--- config.mk ---
export PLATFORM = sky130hd
export DESIGN_NAME = mem_port_arbiter
export DESIGN_NICKNAME = d
export VERILOG_FILES = /design/src/rtl/mem_port_arbiter.sv
export SDC_FILE = /design/constraint.sdc
export NUM_CORES = 1
export LEC_CHECK = 0
export BUFFER_PORTS_ARGS = -buffer_cell sky130_fd_sc_hd__buf_4
export CORE_MARGIN = 3
export CORE_UTILIZATION = 40
export DETAILED_ROUTE_END_ITERATION = 6
export PLACE_DENSITY = 0.75
export RECOVER_POWER = 50
export SKIP_LAST_GASP = 1
export SLEW_MARGIN = 10
export SYNTH_ARGS = -nofsm -noshare
export SYNTH_HDL_FRONTEND = slang
export SYNTH_SLANG_ARGS = --single-unit
--- constraint.sdc ---
create_clock -name clock -period 1.8 [get_ports clock]
set_input_delay 0.27 -clock clock [delete_from_list [all_inputs] [get_ports clock]]
set_output_delay 0.27 -clock clock [all_outputs]
set_load 0.01 [all_outputs]
--- src/rtl/mem_port_arbiter.sv ---
// Single-port memory arbiter: fetch and data ports, fixed-latency memory.
// Define MEM_ARB_DPRIO_EN for fixed data-port priority on ties.
module mem_port_arbiter #(
  parameter int unsigned MEM_LAT = 1
) (
  input  logic        clock,
  input  logic        resetn,
  input  logic        d_req,
  input  logic [31:0] d_addr,
  input  logic        d_we,
  input  logic [31:0] d_wdata,
  output logic [31:0] d_rdata,
  output logic        d_ack,
  output logic        d_err,
  input  logic        i_req,
  input  logic [31:0] i_addr,
  output logic [31:0] i_rdata,
  output logic        i_ack,
  output logic        i_err,
  output logic        mem_en,
  output logic        mem_we,
  output logic [31:0] mem_addr,
  output logic [31:0] mem_wdata,
  input  logic [31:0] mem_rdata,
  output logic        busy
);

  typedef enum logic [1:0] {
    IDLE,
    ACCESS,
    WAIT,
    RESP
  } state_t;

  localparam logic [3:0] LAT = 4'(MEM_LAT);

  state_t      r_state;
  logic        r_port;
  logic [3:0]  r_cnt;
  logic        w_any;
  logic        w_gnt;
  logic        w_mis;
  logic [31:0] w_addr;
`ifndef MEM_ARB_DPRIO_EN
  logic        r_last_gnt;
`endif

  // Port id: 0 = data, 1 = fetch.
  always_comb begin
    w_any = d_req | i_req;
`ifdef MEM_ARB_DPRIO_EN
    w_gnt = i_req & ~d_req;
`else
    w_gnt = (d_req & i_req) ? ~r_last_gnt : i_req;
`endif
    w_addr = w_gnt ? i_addr : d_addr;
    w_mis  = |w_addr[1:0];
  end

  always_ff @(posedge clock or negedge resetn) begin
    if (!resetn) begin
      r_state   <= IDLE;
      r_port    <= 1'b0;
      r_cnt     <= '0;
`ifndef MEM_ARB_DPRIO_EN
      r_last_gnt <= 1'b1;
`endif
      d_rdata   <= '0;
      d_ack     <= 1'b0;
      d_err     <= 1'b0;
      i_rdata   <= '0;
      i_ack     <= 1'b0;
      i_err     <= 1'b0;
      mem_en    <= 1'b0;
      mem_we    <= 1'b0;
      mem_addr  <= '0;
      mem_wdata <= '0;
      busy      <= 1'b0;
    end else begin
      unique case (r_state)
        IDLE: begin
          if (w_any) begin
            r_port <= w_gnt;
`ifndef MEM_ARB_DPRIO_EN
            r_last_gnt <= w_gnt;
`endif
            busy <= 1'b1;
            // Misaligned: answer straight away, memory untouched.
            if (w_mis) begin
              r_state <= RESP;
              i_ack   <= w_gnt;
              i_err   <= w_gnt;
              d_ack   <= ~w_gnt;
              d_err   <= ~w_gnt;
            end else begin
              r_state   <= ACCESS;
              mem_en    <= 1'b1;
              mem_we    <= ~w_gnt & d_we;
              mem_addr  <= w_addr;
              mem_wdata <= w_gnt ? '0 : d_wdata;
            end
          end
        end
        ACCESS: begin
          mem_en  <= 1'b0;
          r_cnt   <= LAT;
          r_state <= WAIT;
        end
        WAIT: begin
          r_cnt <= r_cnt - 4'd1;
          if (r_cnt == 4'd1) begin
            r_state <= RESP;
            if (r_port) begin
              i_ack   <= 1'b1;
              i_rdata <= mem_rdata;
            end else begin
              d_ack   <= 1'b1;
              d_rdata <= mem_we ? '0 : mem_rdata;
            end
          end
        end
        RESP: begin
          d_ack   <= 1'b0;
          d_err   <= 1'b0;
          d_rdata <= '0;
          i_ack   <= 1'b0;
          i_err   <= 1'b0;
          i_rdata <= '0;
          busy    <= 1'b0;
          r_state <= IDLE;
        end
        default: r_state <= IDLE;
      endcase
    end
  end

endmodule

## Word level (Yosys, flattened, before mapping)

Cells that the tools add are included.

- Register bits after elaboration: 143
- Input bits: 133
- Output and inout port bits: 135
- Logic and storage cells: 81

- $add $sub $neg: 1
- Equality and inequality tests: 10
- Multiplexer cells: 32
- Bitwise gates (word level): 6
- Reductions and logical operators: 17

Operator list:

| kind | count |
|---|---|
| 32-bit 2-to-1 mux | 7 |
| 32-bit one-hot mux with 2 select lines | 2 |
| 3-bit AND reduction | 5 |
| 1-bit 2-to-1 mux | 12 |
| 2-bit inequality test (second input constant) | 6 |
| 5-bit AND reduction | 2 |
| 1-bit one-hot mux with 2 select lines | 4 |
| 2-bit one-hot mux with 4 select lines | 1 |
| 4-bit one-hot mux with 2 select lines | 1 |
| 2-bit nonzero test | 4 |
| 2-bit 2-to-1 mux | 3 |
| 1-bit one-hot mux with 3 select lines | 2 |
| 2-bit AND reduction | 3 |
| 2-bit equality test (second input constant) | 2 |
| 4-bit by 1-bit equality test with 1-bit output (second input constant) | 1 |
| 4-bit by 1-bit subtractor with 4-bit output (second input constant) | 1 |
| 1-bit NOT | 3 |
| 3-bit nonzero test | 1 |
| 1-bit AND | 2 |
| 2-bit by 1-bit equality test with 1-bit output (second input constant) | 1 |
| 2-bit zero test | 1 |
| 2-bit OR reduction | 1 |
| 1-bit OR | 1 |

## Longest topological paths before layout

Gate-level depths: netlist of the first run.

- Word-level depth: 7
- Depth in mapped cells: 8
- Mapped depth without buffers: 6

## Least setup slack after synthesis of the first run

Ideal clock, no wire load.

- Path kind: register to register
- From: register r_state[0]
- To: register i_rdata[23]
- Library setup time: 134 ps
- Data arrival time: 1654 ps
- Data required time: 1666 ps
- Setup slack: 12 ps
- Stages on the path, launching flop included: 8
- Path buffers: 2
- Clock period less this slack: 1788 ps
- Cells stage by stage: dfrtp_1 > inv_1 > ha_1 > buf_2 > nor2b_1 > a31oi_1 > clkbuf_1 > o21ai_0

- Word-level cells in the longest chain between the ends: 3
- Elaborated cells on any way between the ends: 7
- Those cells by class: eq/ne: 4; mux: 1; reduce/logical: 2

RTL lines:

| item | RTL line | text |
|---|---|---|
| start, declared | 37 | `state_t r_state;` |
| start signal, assigned | 62 | `r_state <= IDLE;` |
| start signal, assigned | 90 | `r_state <= RESP;` |
| start signal, assigned | 96 | `r_state <= ACCESS;` |
| 2-bit equality test | 80 | `unique case (r_state)` |
| 2-bit inequality test (no line) or 2-bit nonzero test (tied branches) | n/a |  |
| 3-bit AND reduction (no line) | n/a |  |
| end signal, assigned | 115 | `i_rdata <= mem_rdata;` |
| end, declared | 17 | `output logic [31:0] i_rdata,` |

Several ways; a longest one is shown, not always the timed one.
A chain may end at the register's enable or synchronous reset.

## Worst setup path in the final report of the first run

- From: register r_state[0]
- To: register d_rdata[7]

- Word-level cells in the longest chain between the ends: 3
- Elaborated cells on any way between the ends: 7
- Those cells by class: eq/ne: 4; mux: 1; reduce/logical: 2

RTL lines:

| item | RTL line | text |
|---|---|---|
| 2-bit equality test | 80 |  |
| 2-bit inequality test (no line) or 2-bit nonzero test (tied branches) | n/a |  |
| 3-bit AND reduction (no line) | n/a |  |
| end signal, assigned | 118 | `d_rdata <= mem_we ? '0 : mem_rdata;` |
| end, declared | 12 | `output logic [31:0] d_rdata,` |

Several ways; a longest one is shown, not always the timed one.

==> results.md, run 1 <==
- Post-synthesis async set-or-reset flop share: 100%
- Internal power: 10.3 mW
- TNS Setup: 0 ns
- Cell Count, Final, Fillers Out: 1113
- DRT antenna net count: 0
- Max clock buf depth: 2
- First-pass GRT wire length: between 20 and 30 mm
- Reg2reg path depth: 7
- Cells after Synth: 616
- Largest cells by area after synthesis: dfrtp_1, o21ai_0, mux2_2
- Root Driver: clkbuf_16
- Crit start category: register
- Fin. max-slew vios: 0
- Actual slew at the worst max-slew pin: 1.10 ns
- Hold slack final: 0.102 ns
- Fin crit share: 94.2%
- Final hold vios: 0
- Cell Pwr Density: 1790 mW/mm²
- N_diodes: 0
- Skew-Pair Late Insertion Delay: 0.41 ns
- Min-Delay Path Class: in2reg
- Yosys Warn Count: 0
- # Max-Cap Violations: 0
- Switch Pwr: 6.19 mW
- Core Region: about 0.015 mm²
- Syn nets: between 700 and 800
- Synthesized flop and latch total: between 100 and 150
- Post-synth EDFFs: 0
- CP max FO: 64
- Tot GR Track Use: about a fifth
- Mapped cell area: around 0.0063 mm²
- FP Rows: 45
- Setup bufs post-CTS: 0
- Status: complete, no violations
- Lkg Pwr: 4.54 nW
- Netlist cell types: 37
- IO Pins: 268
- Comb pwr share: 43.8%
- Final Util: 60.1%
- Iter 0 DRT Violations: 198
- Ratio of cells with drive above 1 in the final layout: 36.0%
- Die width: 132 µm
- Fmax: 0.590 GHz
- Nets: 1030
- Ys flop type: dfrtp_1
- Post-layout min period: 1.70 ns
- CTS H-tree lvls: 4
- Hold path cells: 3
- IO Port Bufs: between 200 and 300
- Vias in the first global route: 5546
- Initial core utilization: 41.3%
- Yosys top cell area share: between 50% and 60%
- CTS tree: yes
- Final WS setup: 0.104 ns
- Initial antenna violation count: 0
- Slew headroom: 26.7%
- Chip Height: 132 µm
- Synth cell count leaders: dfrtp_1, nand2_1, o21ai_0
- Clk sinks: between 100 and 150
- First-pass DRT Iterations: 5
- Layout Skew: roughly 0.0077 ns
- Vias per cell: approximately 5
- Most common cell in the netlist: dfrtp_1
- Yosys top cell by area: dfrtp_1
- # DRC: 0
- Routed wire length: 18.1 mm
- Crit path capture type: register
- Worst-path clk slew: 0.06 ns
- Worst IR Drop VDD: roughly 1.0 mV
- GP Congestion: 0.812
- Average cell area after synthesis: 10.3 µm²
- CP arrival: about 2.0 ns
- Layout area overhead: 45.5%
- Largest net degree at the start of global routing: 65
- Area of the die: 0.0174 mm²
- Req. time, crit path: 2.07 ns
- Flop pwr share: 33.4%
- # placed instances: ~1100
- Sequential element share of the synthesized area: 56.4%
- Via count: 5419
- Grt ovf: 0
- Place WS: a little under 0.07 ns
- DP HPWL: 13.3 mm
- Wirelength per Cell: 16.2 µm
- Sw Ratio: a little under two fifths
- Total CTS buffers: 17
- Clock share of power: approximately 23%
- Critical path class: reg2reg
- Final setup viols: 0
==> power groups by stage <==
stage | Combinational [mW] | Clock (mW) | Sequential, mW
final | 7.23 | 3.76 | 5.51
after CTS | 7.85 | 3.84 | 5.54
after global routing | 8.02 | 3.98 | 5.72
after global placement | 7.64 | 0 | 5.51
after detailed placement | 7.81 | 0 | 5.57
after floorplan | 3.19 | 0 | 6.09
==> metrics by stage <==
| step | instance area [µm²] | power (mW) |
|---|---|---|
| floorplan | 6340 | 9.28 |
| global placement | 8820 | 13.2 |
| detailed placement | 8820 | 13.4 |
| CTS | 9470 | 17.2 |
| global route | 9230 | 17.7 |
| finish | 9230 | 16.5 |
==> worst paths after layout <==
check / slack [ns] / start / endpoint
worst max-delay path: 0.10 / r_state[0]$_DFFE_PN0P_ / d_rdata[7]$_DFFE_PN0P_
worst min-delay path: 0.10 / d_wdata[10] / mem_wdata[10]$_DFFE_PN0P_
worst max register to register: 0.10 / r_state[0]$_DFFE_PN0P_ / d_rdata[7]$_DFFE_PN0P_
worst min register to register: 0.48 / d_rdata[15]$_DFFE_PN0P_ / d_rdata[15]$_DFFE_PN0P_
max in group asynchronous: 0.24 / resetn / d_rdata[13]$_DFFE_PN0P_
min in group asynchronous: 0.61 / resetn / d_rdata[8]$_DFFE_PN0P_
==> worst max-delay path, cell delays in order (launching register included) <==
cell	delay, ns
dfrtp_1	0.37
inv_1	0.11
ha_1	0.30
nor2b_2	0.28
a21oi_4	0.09
buf_12	0.19
nand2_1	0.10
o21ai_0	0.11
==> layout by cell type (no fill, tap or decap), types with 3 or more instances in the layout <==
master,synthesis,final
a21oi_1,5,5
buf_12,0,11
buf_4,0,213
bufinv_16,0,4
clkbuf_1,25,66
clkbuf_16,0,17
clkbuf_2,0,3
clkinvlp_4,0,3
dfrtp_1,142,142
ha_1,8,7
inv_1,40,40
mux2_1,13,13
mux2_2,46,46
mux2_4,3,3
nand2_1,135,134
nand3_1,6,6
nor2_1,6,5
nor3b_2,1,3
o21ai_0,106,106
o31ai_1,34,34
==> registers in the layout (all words and copies together), names as in the netlist <==
name / cells
mem_addr: 32
d_ack: 1
d_rdata: 32
r_cnt: 4
mem_wdata: 32
i_err: 1
r_port: 1
i_rdata: 32
mem_we: 1
r_last_gnt: 1
busy: 1
i_ack: 1
d_err: 1
mem_en: 1
r_state: 2
==> layout make-up <==
cell class	instances	area [µm²]
fill	1421	6140
sequential	143	3580
multi-input combinational	391	2480
timing repair buffer	296	2120
clock buffer	20	457
tap	211	264
clock inverter	12	183
inverter	40	150
==> per-layer routing <==
| layer | track usage, % | part of all wire, % |
|---|---|---|
| met2 | 35.6 | 50 |
| met1 | 25.0 | 40 |
| met3 | 7.14 | 8.4 |
| met4 | 5.66 | 1.4 |
| met5 | 0 | 0 |
==> what timing repair did <==
| action | 4_1_cts | 5_1_grt |
|---|---|---|
| endpoints found under the setup margin | 0 | 64 |
| resized for setup | 0 | 8 |
| hold buffers | 1 | 0 |
| endpoints found under the hold margin | 37 | 0 |
==> logic make-up (layout without fill, tap and decap cells) <==
group / after synthesis / in the layout / synth area share (%)
simple gates: 161 / 161 / 10.4
compound gates: 157 / 157 / 14.5
flops: 143 / 143 / 56.4
buf+inv: 82 / 368 / 5.44
mux: 65 / 65 / 11.7
fa+ha+maj: 8 / 8 / 1.58
No activity file was read; power rests on OpenSTA's default activity.
==> run 2, diff against run 1 <==
ABC_AREA = 1   (was not set)
ABC_CLOCK_PERIOD_IN_PS = 1800   (was not set)
SETUP_SLACK_MARGIN = 0.05   (was not set)
==> run 2 against run 1 <==
Against the previous run: clock skew grew 0.00094 ns; count of clock-buffer cells in the layout is the same; power grew 2.0%; worst hold slack lost 0.033 ns; setup slack gained 0.029 ns; combinational power grew 0.7%; synthesized cell count grew 29%; sequential power shrank 2%; register-to-register slack gained 0.03 ns; die area grew 0.14%; fmax grew 1.7%.
==> results.md, run 2 <==
- Reg area: 0.00358 mm² (unchanged)
- Root Driver: clkbuf_16
- Iter 0 DRT Violations: 372 (+88%)
- Grt ovf: 0 (unchanged)
- Layout Skew: 0.00859 ns (+0.000940 ns)
- FP Rows: 45 (unchanged)
- Sw Ratio: 39.2% (+1.7 points)
- Netlist cell types: 25 (-32%)
- # Max-Cap Violations: 0 (unchanged)
- Max clock buf depth: 2 (unchanged)
- Actual slew at the worst max-slew pin: 1.09 ns (-0.00782 ns)
- Most common cell in the netlist: nand2_1
- DRT antenna net count: 0 (unchanged)
- CP max FO: 30 (-53%)
- Area fraction in compound gates after synthesis: 3.92% (-11 points)
- Status: complete, no violations
- Fmax: 0.600 GHz (+1.7%)
- Post-Synth Adder-Cell Area: 1.58% (-0.0022 points)
- Tot GR Track Use: 21.5% (+0.72 points)
- DP HPWL: 13.4 mm (+1.1%)
- Simple-gate share of the synthesized area: 32.6% (+22 points)
- Ys flop type: dfrtp_1
- Mapped cell area: 0.00635 mm² (+0.14%)
- First-pass GRT wire length: 30.0 mm (+2.8%)
- Final hold vios: 0 (unchanged)
- Average cell area after synthesis: 7.98 µm² (-23%)
- Clk sinks: 143 (unchanged)
- GP Congestion: 0.815 (+0.41%)
- Cell Pwr Density: 1840 mW/mm² (+2.7%)
- Comb pwr share: 43.3% (-0.5 points)
- IO Port Bufs: 267 (unchanged)
- Final setup viols: 0 (unchanged)
- Skew-Pair Late Insertion Delay: 0.42 ns (about the same)
- Mux cell area share after synthesis: 0% (-12 points)
- Internal power: 10.2 mW (-0.85%)
- Via count: 6154 (+14%)
- Total CTS buffers: 17 (unchanged)
- Most frequent cells in the layout: nand2_1, buf_4, dfrtp_1, clkbuf_1, nor2_1
- Switch Pwr: 6.60 mW (+6.7%)
- Lkg Pwr: 5.09 nW (+12%)
- Die width: 132 µm (about the same)
- Most common cell after layout, fill and taps aside: nand2_1
- Largest net degree at the start of global routing: 65 (unchanged)
- First-pass DRT Iterations: 4 (-1)
- Synthesized flop and latch total: 143 (unchanged)
- Yosys top cell area share: 55.9% (-0.077 points)
- Largest cells by area after synthesis: dfrtp_1, nand2_1, o21ai_0
- Critical path class: reg2reg
- Vias per cell: 4.76 (-2.2%)
- Worst-path clk slew: 0.06 ns (about the same)
- # DRC: 0 (unchanged)
- Initial antenna violation count: 0 (unchanged)
- Post-synthesis async set-or-reset flop share: 100% (unchanged)
- Ratio of cells with drive above 1 in the final layout: 25.6% (-10 points)
- CTS H-tree lvls: 4 (unchanged)
- Yosys Warn Count: 0 (unchanged)
- RSZ-0062 raised after global routing: no
- Post-layout min period: 1.67 ns (-0.0287 ns)
- Slew headroom: 27.3% (+0.52 points)
- Chip Height: 132 µm (about the same)
- Main combinational cell family by area after synthesis: simple AND/OR/NAND/NOR gates
- Min-Delay Path Class: in2reg
- Post-synth EDFFs: 0 (unchanged)
- Crit start category: register
- Fin crit share: 92.6% (-1.6 points)
- Nets: 1209 (+17%)
- TNS Setup: 0 ns (unchanged)
- IO Pins: 268 (unchanged)
- CTS tree: yes
- N_diodes: 0 (unchanged)
- Worst IR Drop VDD: 0.941 mV (-10%)
- Initial core utilization: 41.3% (+0.057 points)
- Req. time, crit path: 2.16 ns (+0.09 ns)
- Flop pwr share: 32.2% (-1.2 points)
- Clock share of power: 24.5% (+1.7 points)
- Filler cell count: 1429 (+0.56%)
- Synth Area in XOR/XNOR: 0% (unchanged)
- Crit path capture type: register
- Routed wire length: 19.0 mm (+5.4%)
- Hold slack final: 0.0690 ns (-0.0325 ns)
- Syn nets: 937 (+24%)
- CP arrival: 2.03 ns (+0.07 ns)
- Core Region: 0.0154 mm² (unchanged)
- Area of the die: 0.0174 mm² (+0.14%)
- Wirelength per Cell: 14.7 µm (-9.2%)
- Sequential element share of the synthesized area: 56.4% (-0.078 points)
- Multi-input gate area: 0.00246 mm² (-0.96%)
- Yosys top cell by area: dfrtp_1
- Vias in the first global route: 5923 (+6.8%)
- Fin. max-slew vios: 0 (unchanged)
- Synth cell count leaders: nand2_1, dfrtp_1, nor2_1
- Total design power: 16.8 mW (+2.0%)
- Cells after Synth: 796 (+29%)
- Layout area overhead: 44.3%
run 2: final timing paths:
kind	from	end	slack [ns]	cells after the start
setup / recovery	r_state[1]$_DFFE_PN0P_	mem_wdata[24]$_DFFE_PN0P_	0.13	8
hold / removal	d_wdata[5]	mem_wdata[5]$_DFFE_PN0P_	0.07	3
setup reg to reg	r_state[1]$_DFFE_PN0P_	mem_wdata[24]$_DFFE_PN0P_	0.13	8
hold reg to reg	d_rdata[10]$_DFFE_PN0P_	d_rdata[10]$_DFFE_PN0P_	0.47	2
max in group asynchronous	resetn	i_rdata[24]$_DFFE_PN0P_	0.27	3
min in group asynchronous	resetn	i_rdata[30]$_DFFE_PN0P_	0.60	2
run 2: kinds of logic after synthesis:
group / count (synthesis)
and+or+nand+nor: 530
buffers and inverters: 66
adders and majority gates: 8
DFF: 143
AOI/OAI and AO/OA: 49
run 2: cell type report:
class | count | area share [%]
multi-input combinational | 587 | 26.8
clock inverter | 12 | 2.51
sequential | 143 | 39.1
inverter | 23 | 0.997
clock buffer | 20 | 5.09
timing repair buffer | 296 | 22.7
tap | 211 | 2.88
run 2: stage by stage:
stage                     utilization (%)  std cells  setup WS [ns]  instance area (µm²)
final                                59.6       1292          0.132                 9160
after global routing                 59.6       1292         0.0408                 9160
after CTS                            60.8       1288         0.0411                 9340
after detailed placement             55.9       1254        0.00879                 8600
after global placement               55.9       1254          0.130                 8600
after floorplan                         -        796          0.241                 6350
run 2: metal layers:
metal,wire [µm],GRT usage (%)
met1,8100,27.3
met2,8990,34.7
met3,1520,7.06
met4,433,7.53
met5,0,0
run 2: worst max-delay path, stage by stage (launching register included):
cell	delay, ns
dfrtp_1	0.46
inv_1	0.14
ha_4	0.18
nand3_2	0.14
nor2_4	0.17
buf_4	0.14
buf_12	0.18
nand3_1	0.09
nand2_1	0.09
run 2: power groups by stage:
stage | sequential, mW | combinational [mW] | clock (mW)
2_1_floorplan | 5.94 | 3.48 | 0
3_3_place_gp | 5.45 | 7.26 | 0
5_1_grt | 5.58 | 8.17 | 4.30
6_report | 5.42 | 7.28 | 4.12
4_1_cts | 5.43 | 7.56 | 4.17
3_5_place_dp | 5.43 | 7.46 | 0
run 2: timing repair:
item                                   in CTS  in global routing
pin swaps                                   0                  2
cloned                                      1                  1
endpoints found under the hold margin      36                  0
hold buffers                                1                  0
buffers inserted                            0                  3
gates resized for setup                     2                 10
setup endpoints to repair                  42                129
==> run 3, diff against run 2 <==
CORE_UTILIZATION = 33   (was 40)
PLACE_DENSITY = 0.65   (was 0.75)
==> run 3 against run 2 <==
Against the previous run: count of clock-buffer cells in the layout is 1 lower; final area is 1.4% lower; die area is 20% higher; first-iteration DRC count is 26% lower; power is 4.5% lower; non-clock buffer count is 7 lower; fmax is 2.6% higher; clock power is 13% lower; utilization is 12 points lower; critical endpoint is now mem_wdata[21]$_DFFE_PN0P_; highest routed layer unchanged.
==> results.md, run 3 (same netlist as run 2, synthesis figures left out) <==
- Status: complete, no violations
- Sw Ratio: 40.7% (+1.5 points)
- Flop pwr share: 33.7% (+1.5 points)
- # DRC: 0 (unchanged)
- Clock share of power: 22.4% (-2.1 points)
- Initial antenna violation count: 0 (unchanged)
- Vias in the first global route: 5737 (-3.1%)
- Most frequent cells in the layout: nand2_1, buf_4, dfrtp_1, clkbuf_1, nor2_1
- Place WS: 0.0941 ns (+0.0853 ns)
- Req. time, crit path: 2.10 ns (-0.06 ns)
- Crit path capture type: register
- First-pass GRT wire length: 29.9 mm (-0.46%)
- Final WS setup: 0.175 ns (+0.0428 ns)
- Iter 0 DRT Violations: 277 (-26%)
- CP arrival: 1.93 ns (-0.10 ns)
- Die width: 145 µm (+9.6%)
- GP Congestion: 0.820 (+0.58%)
- IO Port Bufs: 267 (unchanged)
- Wirelength per Cell: 14.5 µm (-1.8%)
- Core Region: 0.0188 mm² (+23%)
- Worst-path clk slew: 0.06 ns (about the same)
- Fmax: 0.615 GHz (+2.6%)
- Comb pwr share: 44.0% (+0.7 points)
- Final hold vios: 0 (unchanged)
- Via count: 5982 (-2.8%)
- Routed wire length: 19.3 mm (+1.3%)
- DRT antenna net count: 0 (unchanged)
- Lkg Pwr: 4.99 nW (-2.0%)
- Slew headroom: 43.6% (+16 points)
- Total CTS buffers: 17 (unchanged)
- Skew-Pair Late Insertion Delay: 0.42 ns (about the same)
- CTS tree: yes
- # Max-Cap Violations: 0 (unchanged)
- Nets: 1202 (-0.58%)
- Vias per cell: 4.49 (-5.8%)
- Internal power: 9.53 mW (-6.8%)
- Fin. max-slew vios: 0 (unchanged)
- CP max FO: 65 (+120%)
- Initial core utilization: 33.7% (-7.6 points)
- Filler cell count: 1925 (+35%)
- Min-Delay Path Class: in2reg
- Actual slew at the worst max-slew pin: 0.846 ns (-0.245 ns)
- Clk sinks: 143 (unchanged)
- Post-layout min period: 1.62 ns (-0.0428 ns)
- CTS H-tree lvls: 4 (unchanged)
- Layout area overhead: 42.2%
- Area of the die: 0.0209 mm² (+20%)
- Hold slack final: 0.0739 ns (+0.00496 ns)
- Setup bufs post-CTS: 0 (unchanged)
- DP HPWL: 14.1 mm (+5.3%)
- TNS Setup: 0 ns (unchanged)
- Grt ovf: 0 (unchanged)
- Crit start category: register
- FP Rows: 50 (+11%)
- RSZ-0062 raised after global routing: yes
- Largest net degree at the start of global routing: 66 (+1.5%)
- First-pass DRT Iterations: 4 (unchanged)
- Ratio of cells with drive above 1 in the final layout: 24.6% (-1.0 points)
- Tot GR Track Use: 18.1% (-3.4 points)
- N_diodes: 0 (unchanged)
- Final Util: 48.0% (-12 points)
- Cell Pwr Density: 1780 mW/mm² (-3.1%)
- IO Pins: 268 (unchanged)
- Worst IR Drop VDD: 0.632 mV (-33%)
- Max clock buf depth: 2 (unchanged)
- Final setup viols: 0 (unchanged)
- Most common cell after layout, fill and taps aside: nand2_1
- Root Driver: clkbuf_16
- Chip Height: 145 µm (+9.6%)
- Critical path class: reg2reg
- Layout Skew: 0.0127 ns (+0.00407 ns)
- Switch Pwr: 6.54 mW (-0.87%)
- Fin crit share: 90.3% (-2.4 points)
run 3: cell count changes in the layout (fill, tap and decap cells not counted), sizes merged:
cell and delta:
clkbuf +2, inv +5, buf -10, bufinv -4
clkinv -1
run 3: metrics by stage:
stage	instance area, µm²	instances	total power, mW
after global routing	9030	1333	17.4
after global placement	8700	1301	12.9
after CTS	9310	1333	16.7
final	9030	1333	16.1
after floorplan	6350	796	9.41
after detailed placement	8700	1301	13.1
run 3: routing by layer:
metal,global-route usage (%),vias up,wire length (µm)
met5,0,-,0
met4,4.91,0,170
met2,29.1,227,8990
met1,23.3,2760,8310
met3,6.44,11,1820
li1,-,2984,-
run 3: power by group through the flow:
| stage | Combinational (mW) | Clock [mW] | Sequential (mW) |
|---|---|---|---|
| after floorplan | 3.48 | 0 | 5.94 |
| after global placement | 7.51 | 0 | 5.42 |
| after detailed placement | 7.63 | 0 | 5.44 |
| after CTS | 7.64 | 3.67 | 5.42 |
| after global routing | 8.01 | 3.82 | 5.58 |
| final | 7.06 | 3.59 | 5.41 |
run 3: worst paths after layout:
path / start / endpoint / slack [ns] / depth (start not counted)
max: r_state[1]$_DFFE_PN0P_ / mem_wdata[21]$_DFFE_PN0P_ / 0.18 / 8
min: d_wdata[10] / mem_wdata[10]$_DFFE_PN0P_ / 0.07 / 3
max reg2reg: r_state[1]$_DFFE_PN0P_ / mem_wdata[21]$_DFFE_PN0P_ / 0.18 / 8
min reg2reg: mem_addr[1]$_DFFE_PN0P_ / mem_addr[1]$_DFFE_PN0P_ / 0.47 / 2
max in group asynchronous: resetn / i_rdata[2]$_DFFE_PN0P_ / 0.32 / 3
min in group asynchronous: resetn / d_rdata[15]$_DFFE_PN0P_ / 0.37 / 2
run 3: what timing repair did:
action                                 in CTS  in global routing
setup endpoints to repair                   0                131
gates resized for setup                     0                  6
hold buffers                                1                  0
endpoints found under the hold margin      42                  0
run 3: worst max-delay path: stages, from the launching register on:
cell and delay (ns):
dfrtp_1 0.43, inv_1 0.10, ha_2 0.24, nand3_4 0.13, nor2_4 0.18, inv_2 0.06, buf_12 0.20, nand2_1 0.10
nand2_1 0.05
run 3: area by class of cell:
cell class / count / area (µm²) / share of cell area, %
multi-input combinational: 587 / 2440 / 27.0
timing repair buffer: 289 / 2000 / 22.1
sequential: 143 / 3580 / 39.6
inverter: 23 / 86.3 / 0.956
clock buffer: 19 / 453 / 5.01
clock inverter: 12 / 150 / 1.66
tap: 260 / 325 / 3.60
